==> src/rtl/clk_div_prog.sv <==
// Programmable clock-enable / clock-divider with wrap-aligned divisor reload.
// Optional PWM duty control in pulse mode is enabled by defining CLK_DIV_DUTY_EN.
module clk_div_prog #(
    parameter int unsigned WIDTH       = 32,
    parameter int unsigned DEFAULT_DIV = 25000000
) (
    input  logic             clk,
    input  logic             clr,
    input  logic             en,
    input  logic             mode,
    input  logic [WIDTH-1:0] div_in,
    input  logic             div_load,
`ifdef CLK_DIV_DUTY_EN
    input  logic [WIDTH-1:0] duty_in,
`endif
    output logic             clkout,
    output logic             tick,
    output logic             pending
);

    typedef enum logic {
        MODE_TOGGLE = 1'b0,
        MODE_PULSE  = 1'b1
    } mode_e;

    localparam logic [WIDTH-1:0] L_DIV_RST = WIDTH'(DEFAULT_DIV);
`ifdef CLK_DIV_DUTY_EN
    localparam logic [WIDTH-1:0] L_DUTY_RST = WIDTH'((DEFAULT_DIV + 1) / 2);
`endif

    logic [WIDTH-1:0] r_cnt;
    logic [WIDTH-1:0] r_div_act;
    logic [WIDTH-1:0] r_div_sh;
    logic             r_pending;
    logic             r_tick;
    logic             r_clkout;
`ifdef CLK_DIV_DUTY_EN
    logic [WIDTH-1:0] r_duty_act;
    logic [WIDTH-1:0] r_duty_sh;
`endif

    mode_e w_mode;
    logic  w_wrap;
    logic  w_clkout_nxt;

    assign w_mode = mode_e'(mode);
    assign w_wrap = en & (r_cnt == r_div_act);

    // Pulse mode follows the tick strobe (or PWM compare); toggle mode flips only on a wrap.
    always_comb begin
        w_clkout_nxt = r_clkout;
        if (en) begin
            if (w_mode == MODE_TOGGLE) begin
                if (w_wrap) begin
                    w_clkout_nxt = ~r_clkout;
                end
            end else begin
`ifdef CLK_DIV_DUTY_EN
                w_clkout_nxt = (r_cnt < r_duty_act);
`else
                w_clkout_nxt = w_wrap;
`endif
            end
        end else begin
`ifndef CLK_DIV_DUTY_EN
            if (w_mode == MODE_PULSE) begin
                w_clkout_nxt = 1'b0;
            end
`endif
        end
    end

    always_ff @(posedge clk) begin
        if (clr) begin
            r_cnt      <= '0;
            r_div_act  <= L_DIV_RST;
            r_div_sh   <= L_DIV_RST;
            r_pending  <= 1'b0;
            r_tick     <= 1'b0;
            r_clkout   <= 1'b0;
`ifdef CLK_DIV_DUTY_EN
            r_duty_act <= L_DUTY_RST;
            r_duty_sh  <= L_DUTY_RST;
`endif
        end else begin
            r_tick   <= w_wrap;
            r_clkout <= w_clkout_nxt;
            if (!en) begin
                // Idle reload: no period is running, so apply immediately and restart.
                if (div_load) begin
                    r_div_act  <= div_in;
                    r_div_sh   <= div_in;
                    r_cnt      <= '0;
                    r_pending  <= 1'b0;
`ifdef CLK_DIV_DUTY_EN
                    r_duty_act <= duty_in;
                    r_duty_sh  <= duty_in;
`endif
                end
            end else if (w_wrap) begin
                r_cnt     <= '0;
                r_pending <= 1'b0;
                if (div_load) begin
                    r_div_act  <= div_in;
                    r_div_sh   <= div_in;
`ifdef CLK_DIV_DUTY_EN
                    r_duty_act <= duty_in;
                    r_duty_sh  <= duty_in;
`endif
                end else if (r_pending) begin
                    r_div_act  <= r_div_sh;
`ifdef CLK_DIV_DUTY_EN
                    r_duty_act <= r_duty_sh;
`endif
                end
            end else begin
                r_cnt <= r_cnt + 1'b1;
                if (div_load) begin
                    r_div_sh   <= div_in;
                    r_pending  <= 1'b1;
`ifdef CLK_DIV_DUTY_EN
                    r_duty_sh  <= duty_in;
`endif
                end
            end
        end
    end

    assign clkout  = r_clkout;
    assign tick    = r_tick;
    assign pending = r_pending;

endmodule

==> config.mk <==
export PLATFORM = sky130hd
export DESIGN_NAME = clk_div_prog
export DESIGN_NICKNAME = d
export VERILOG_FILES = /design/src/rtl/clk_div_prog.sv
export SDC_FILE = /design/constraint.sdc
export NUM_CORES = 1
export LEC_CHECK = 0
export ABC_CLOCK_PERIOD_IN_PS = 5000
export CORE_ASPECT_RATIO = 0.6
export CORE_MARGIN = 4
export CORE_UTILIZATION = 63
export CTS_CLUSTER_SIZE = 10
export DETAILED_ROUTE_END_ITERATION = 6
export GPL_ROUTABILITY_DRIVEN = 0
export PLACE_DENSITY = 0.92
export SKIP_LAST_GASP = 1
export SLEW_MARGIN = 20
export SYNTH_ARGS = -nofsm -noshare
export SYNTH_HDL_FRONTEND = slang
export SYNTH_SLANG_ARGS = --single-unit
==> constraint.sdc <==
create_clock -name clk -period 5 [get_ports clk]
set_input_delay 1 -clock clk [delete_from_list [all_inputs] [get_ports clk]]
set_output_delay 1 -clock clk [all_outputs]
set_load 0.005 [all_outputs]
==> results of run 1 <==
## cells in the mapped netlist (all sizes together) (7+ instances only)
| cell | number | area (um^2) |
|---|---|---|
| a221oi | 12 | 105 |
| nor2 | 50 | 188 |
| o21ai | 7 | 35.0 |
| dfxtp | 99 | 1980 |
| xnor2 | 33 | 289 |
| o311ai | 10 | 87.6 |
| mux2 | 20 | 225 |
| inv | 20 | 75.1 |
| a21oi | 14 | 70.1 |
| clkbuf | 13 | 48.8 |
| mux2i | 45 | 450 |
| a221o | 23 | 230 |
| and3 | 10 | 62.6 |
| nand4 | 17 | 106 |
| buf | 21 | 118 |
| nand3 | 30 | 150 |
| and2 | 26 | 163 |
| nand2 | 44 | 165 |
## power breakdown
group / leakage [nW] / switching [mW] / total [mW] / internal (mW)
clock network: 0.152 / 0.294 / 0.728 / 0.435
registers: 0.810 / 0.0234 / 0.844 / 0.820
logic: 1.33 / 0.0865 / 0.178 / 0.0915
total: 2.29 / 0.403 / 1.75 / 1.35
## registers in the layout (all words and copies together) (netlist names)
name       count
r_cnt         32
tick           1
r_div_act     32
clkout         1
r_div_sh      32
pending        1
## metrics by stage
stage                util  hold slack (ns)  cells  setup WS [ns]
floorplan               -            0.441    533           2.56
global placement    0.717            0.452    649           1.50
detailed placement  0.717            0.459    649           1.37
CTS                 0.759            0.477    664           1.73
global route        0.761            0.496    665           1.59
finish              0.761            0.474    665           1.73
## worst paths after layout
check | slack, ns | start | cells after the start | to
setup / recovery | 1.73 | clr | 4 | r_cnt[2]
hold reg to reg | 0.47 | r_div_sh[13] | 2 | r_div_sh[13]
setup reg to reg | 2.14 | r_cnt[0] | 7 | r_div_act[2]
hold / removal | 0.47 | r_div_sh[13] | 2 | r_div_sh[13]
## critical path, stage by stage
cell and delay (ns):
clkdlybuf4s50_1 0.77, inv_1 0.59, nand3_1 0.54, o311ai_0 0.57
## layer usage
layer / vias to the layer above / wire (um) / GRT usage / part of all wire
li1: 1959 / - / - / -
met2: 141 / 5390 / 0.386 / 0.45
met5: - / 0 / 0 / 0
met4: 0 / 158 / 0.0716 / 0.013
met1: 1950 / 5350 / 0.367 / 0.45
met3: 16 / 1070 / 0.0912 / 0.090
## cells by family after synthesis
| logic type | count (synthesis) | share of synthesized area |
|---|---|---|
| simple gates | 199 | 0.207 |
| buf+inv | 54 | 0.0495 |
| mux | 65 | 0.138 |
| compound gates | 82 | 0.137 |
| fa+ha+maj | 1 | 0.00256 |
| flops | 99 | 0.406 |
| xor+xnor | 33 | 0.0592 |
## final cells by class
cell class,count,area [um^2]
fill,524,1770
clock inverter,5,78.8
clock buffer,10,229
sequential,99,1980
multi-input combinational,380,2670
inverter,20,75.1
tap,104,130
timing repair buffer,47,453
==> impl_metrics.py, run 1 <==
metrics = {
    "outcome": {
        "status": "finished, final reports clean",
    },
    "logic_synthesis": {
        "synth_enable_flop_cells": 0,
        "ys_seq_elements": 99,
        "synth_cells": 533,
        "ys_types": 43,
        "synth_ff_type": "dfxtp_1",
        "avgSynthCellArea_um2": 9.15,
        "yosys_warnings": 0,
        "synth_nets": 571,
        "async_reset_ff_frac": 0,
        "synth_area_mm2": 0.00488,
        "seq_area_frac_synth": 0.406,
    },
    "pwr": {
        "powerDensity_mw_per_mm2": 311,
        "total_power_mw": 1.75,
        "leakagePower_nw": 2.29,
        "irDropWorstVdd_mv": 0.213,
    },
    "clock_tree": {
        "cts.sinks": 99,
        "cts_buffers": 9,
        "clock_path_buffers": 2,
        "clk_latency_ns": 0.35,
        "clock_tree.root_cell": "clkbuf_16",
        "cts_tree": "done",
        "cts_htree_levels": 3,
        "post_cts_buffers": 0,
        "cts-resized-gates": 0,
        "clk_pin_slew_worst_paths_ns": 0.06,
        "postCtsHoldBufs": 0,
    },
    "critical_path": {
        "start_kind": "input pin",
        "end_kind": "register",
        "path_class": "in2reg",
        "arrival_ns": 3.47,
        "required_ns": 5.21,
        "cp_max_fo": 17,
    },
    "floorplan": {
        "io-pin-count": 40,
        "dieArea_mm2": 0.00926,
        "die_height_um": 76.2,
        "start_util": 0.660,
        "die_w_um": 122,
        "core_area_mm2": 0.00739,
        "num_rows": 24,
    },
    "drt": {
        "wl_um": 12000,
        "dr.pass1.iters": 5,
        "wl_per_cell_um": 18.0,
        "vias": 4066,
        "drt_iter0_drc": 346,
        "drtAntennaViolNets": 0,
        "avgViaCountPerCell": 6.11,
        "route.detailed.drc": 0,
    },
    "placed_design": {
        "dp_hpwl_um": 8400,
        "port_buffers": 39,
        "dpl_cell_area_mm2": 0.00530,
    },
    "global_route": {
        "grt_overflow_total": 0,
        "grt_max_degree": 41,
        "grt_usage": 0.263,
        "antenna_found_initial": 0,
        "first_global_vias": 3857,
        "grt_pass1_wl_um": 19400,
    },
    "finish": {
        "final_area_mm2": 0.00562,
        "drive_gt1_frac": 0.0963,
        "syn2layout_area_growth_pct": 15.2,
        "fin_nets": 595,
        "final_common_cell": "dfxtp_1",
        "diodes": 0,
        "layout_common_cells": "dfxtp_1 (99), nor2_1 (50), mux2i_1 (45)",
    },
    "timing": {
        "worst_slew_pin_slew_ns": 0.706,
        "fin_crit_sh": 0.653,
        "fin_crit_ns": 3.27,
        "rsz0062_at_grt": "false",
        "finalSetupViolCount": 0,
        "final-max-slew-violation-count": 0,
        "worst_clock_skew_ns": 0.00660,
        "fmax_ghz": 0.306,
        "setup-tns-final_ns": 0,
        "hold_viol": 0,
        "max_slew_margin": 0.528,
    },
    "min_path": {
        "min_path_type": "reg2reg",
    },
    "run": {
        "cap_violations": 0,
    },
}
No activity file was read; power rests on OpenSTA's default activity.
==> run 2: changes to the inputs <==
--- a/config.mk
+++ b/config.mk
@@ -5,14 +5,14 @@
 export SDC_FILE = /design/constraint.sdc
 export NUM_CORES = 1
 export LEC_CHECK = 0
-export ABC_CLOCK_PERIOD_IN_PS = 5000
+export ABC_CLOCK_PERIOD_IN_PS = 2870
 export CORE_ASPECT_RATIO = 0.6
 export CORE_MARGIN = 4
-export CORE_UTILIZATION = 63
+export CORE_UTILIZATION = 52
 export CTS_CLUSTER_SIZE = 10
 export DETAILED_ROUTE_END_ITERATION = 6
 export GPL_ROUTABILITY_DRIVEN = 0
-export PLACE_DENSITY = 0.92
+export PLACE_DENSITY = 0.81
 export SKIP_LAST_GASP = 1
 export SLEW_MARGIN = 20
 export SYNTH_ARGS = -nofsm -noshare
==> constraint.sdc (replaced) <==
create_clock -name clk -period 2.87 [get_ports clk]
set_input_delay 0.574 -clock clk [delete_from_list [all_inputs] [get_ports clk]]
set_output_delay 0.574 -clock clk [all_outputs]
set_load 0.005 [all_outputs]
==> impl_metrics.py, run 2 (synthesis gave the netlist of run 1 again) <==
metrics = {
    "global_route": {
        "first_global_vias": 3944,
        "grt_pass1_wl_um": 19500,
        "grt_max_degree": 33,
        "grt_usage": 0.219,
        "antenna_found_initial": 0,
        "grt_overflow_total": 0,
    },
    "placed_design": {
        "dp_cells": 681,
        "dp_hpwl_um": 8620,
        "post-place-ws_ns": 0.211,
        "port_buffers": 39,
    },
    "clock_tree": {
        "cts_buffers": 9,
        "cts_htree_levels": 3,
        "cts_tree": "done",
        "postCtsHoldBufs": 0,
        "clock_tree.root_cell": "clkbuf_16",
        "clock_path_buffers": 2,
        "post_cts_buffers": 0,
        "cts-resized-gates": 0,
        "clk_latency_ns": 0.35,
        "clk_pin_slew_worst_paths_ns": 0.07,
        "cts.sinks": 99,
    },
    "critical_path": {
        "path_class": "reg2reg",
        "end_kind": "register",
        "start_kind": "register",
        "required_ns": 3.10,
        "arrival_ns": 2.84,
        "cp_max_fo": 7,
    },
    "floorplan": {
        "core_area_mm2": 0.00916,
        "dieArea_mm2": 0.0110,
        "die_height_um": 83.0,
        "start_util": 0.533,
        "num_rows": 27,
        "io-pin-count": 40,
        "die_w_um": 133,
    },
    "pwr": {
        "p_seq_frac": 0.478,
        "powerDensity_mw_per_mm2": 540,
        "comb_power_share": 0.101,
        "swShare": 0.235,
        "p_clk_frac": 0.421,
        "irDropWorstVdd_mv": 0.318,
        "p_switching_mw": 0.724,
        "intPower_mw": 2.35,
        "leakagePower_nw": 2.32,
    },
    "finish": {
        "diodes": 0,
        "reg_top3": "r_cnt: 32 flops, r_div_act: 32 flops, r_div_sh: 32 flops",
        "fin_nets": 600,
        "final_common_cell": "dfxtp_1",
        "drive_gt1_frac": 0.104,
        "instances_no_fill": 696,
        "layout_common_cells": "dfxtp_1 (99), nor2_1 (50), mux2i_1 (45)",
        "syn2layout_area_growth_pct": 16.7,
        "fin_util": 0.622,
        "n_fill_cell": 745,
    },
    "timing": {
        "setup-tns-final_ns": 0,
        "worst_clock_skew_ns": 0.00558,
        "final-max-slew-violation-count": 0,
        "fmax_ghz": 0.383,
        "hold_viol": 0,
        "setup_slack_ns": 0.261,
        "worst_slew_pin_slew_ns": 1.09,
        "fin_crit_ns": 2.61,
        "rsz0062_at_grt": "false",
        "finalSetupViolCount": 0,
        "max_slew_margin": 0.267,
        "fin_crit_sh": 0.909,
    },
    "drt": {
        "vias": 4107,
        "wl_um": 11900,
        "dr.pass1.iters": 5,
        "drtAntennaViolNets": 0,
        "route.detailed.drc": 0,
        "drt_iter0_drc": 389,
        "avgViaCountPerCell": 5.90,
        "wl_per_cell_um": 17.2,
    },
    "outcome": {
        "status": "finished, final reports clean",
    },
    "run": {
        "cap_violations": 0,
    },
    "min_path": {
        "min_path_type": "reg2reg",
    },
}
## run 2: changes by cell type in the layout (fill, tap and decap cells not counted), sizes merged
cell / before / now
buf: 9 / 14
clkbuf: 10 / 9
clkinv: 3 / 2
clkinvlp: 0 / 1
inv: 20 / 21
## run 2: final timing paths
kind,start,to,slack (ns),depth (start not counted)
max,r_cnt[0],r_cnt[26],0.26,7
min,r_div_sh[6],r_div_sh[6],0.47,2
max reg2reg,r_cnt[0],r_cnt[26],0.26,7
min reg2reg,r_div_sh[6],r_div_sh[6],0.47,2
## run 2: metrics by stage
step | hold slack, ns | total power, mW | cell area (um^2)
floorplan | 0.441 | 1.69 | 4880
global placement | 0.454 | 1.79 | 5380
detailed placement | 0.461 | 1.81 | 5380
CTS | 0.477 | 3.09 | 5700
global route | 0.507 | 3.18 | 5700
finish | 0.474 | 3.08 | 5700
## run 2: metal layers
| layer | part of all wire | vias up | GRT usage |
|---|---|---|---|
| met5 | 0 | - | 0 |
| met4 | 0.016 | 0 | 0.0509 |
| met3 | 0.085 | 28 | 0.0696 |
| met2 | 0.44 | 167 | 0.331 |
| met1 | 0.46 | 1935 | 0.308 |
| li1 | - | 1977 | - |
## run 2: area by class of cell
cell class	instances	area (um^2)	share of cell area
clock buffer	9	225	0.0395
clock inverter	6	90.1	0.0158
inverter	20	75.1	0.0132
multi-input combinational	380	2680	0.470
sequential	99	1980	0.348
tap	130	163	0.0286
timing repair buffer	52	483	0.0848
## run 2: power groups by stage
stage / Clock, mW / Sequential, mW / Combinational [mW]
3_3_place_gp: 0 / 1.50 / 0.296
5_1_grt: 1.36 / 1.47 / 0.340
3_5_place_dp: 0 / 1.50 / 0.306
2_1_floorplan: 0 / 1.49 / 0.204
4_1_cts: 1.31 / 1.47 / 0.309
6_report: 1.30 / 1.47 / 0.310
## run 2: worst max-delay path: stages (launching register included)
cell	delay, ns
dfxtp_1	0.48
ha_1	0.28
nand3_1	0.21
nor4_2	0.63
and2_1	0.29
nand3_1	0.11
and3_1	0.21
a221o_1	0.28
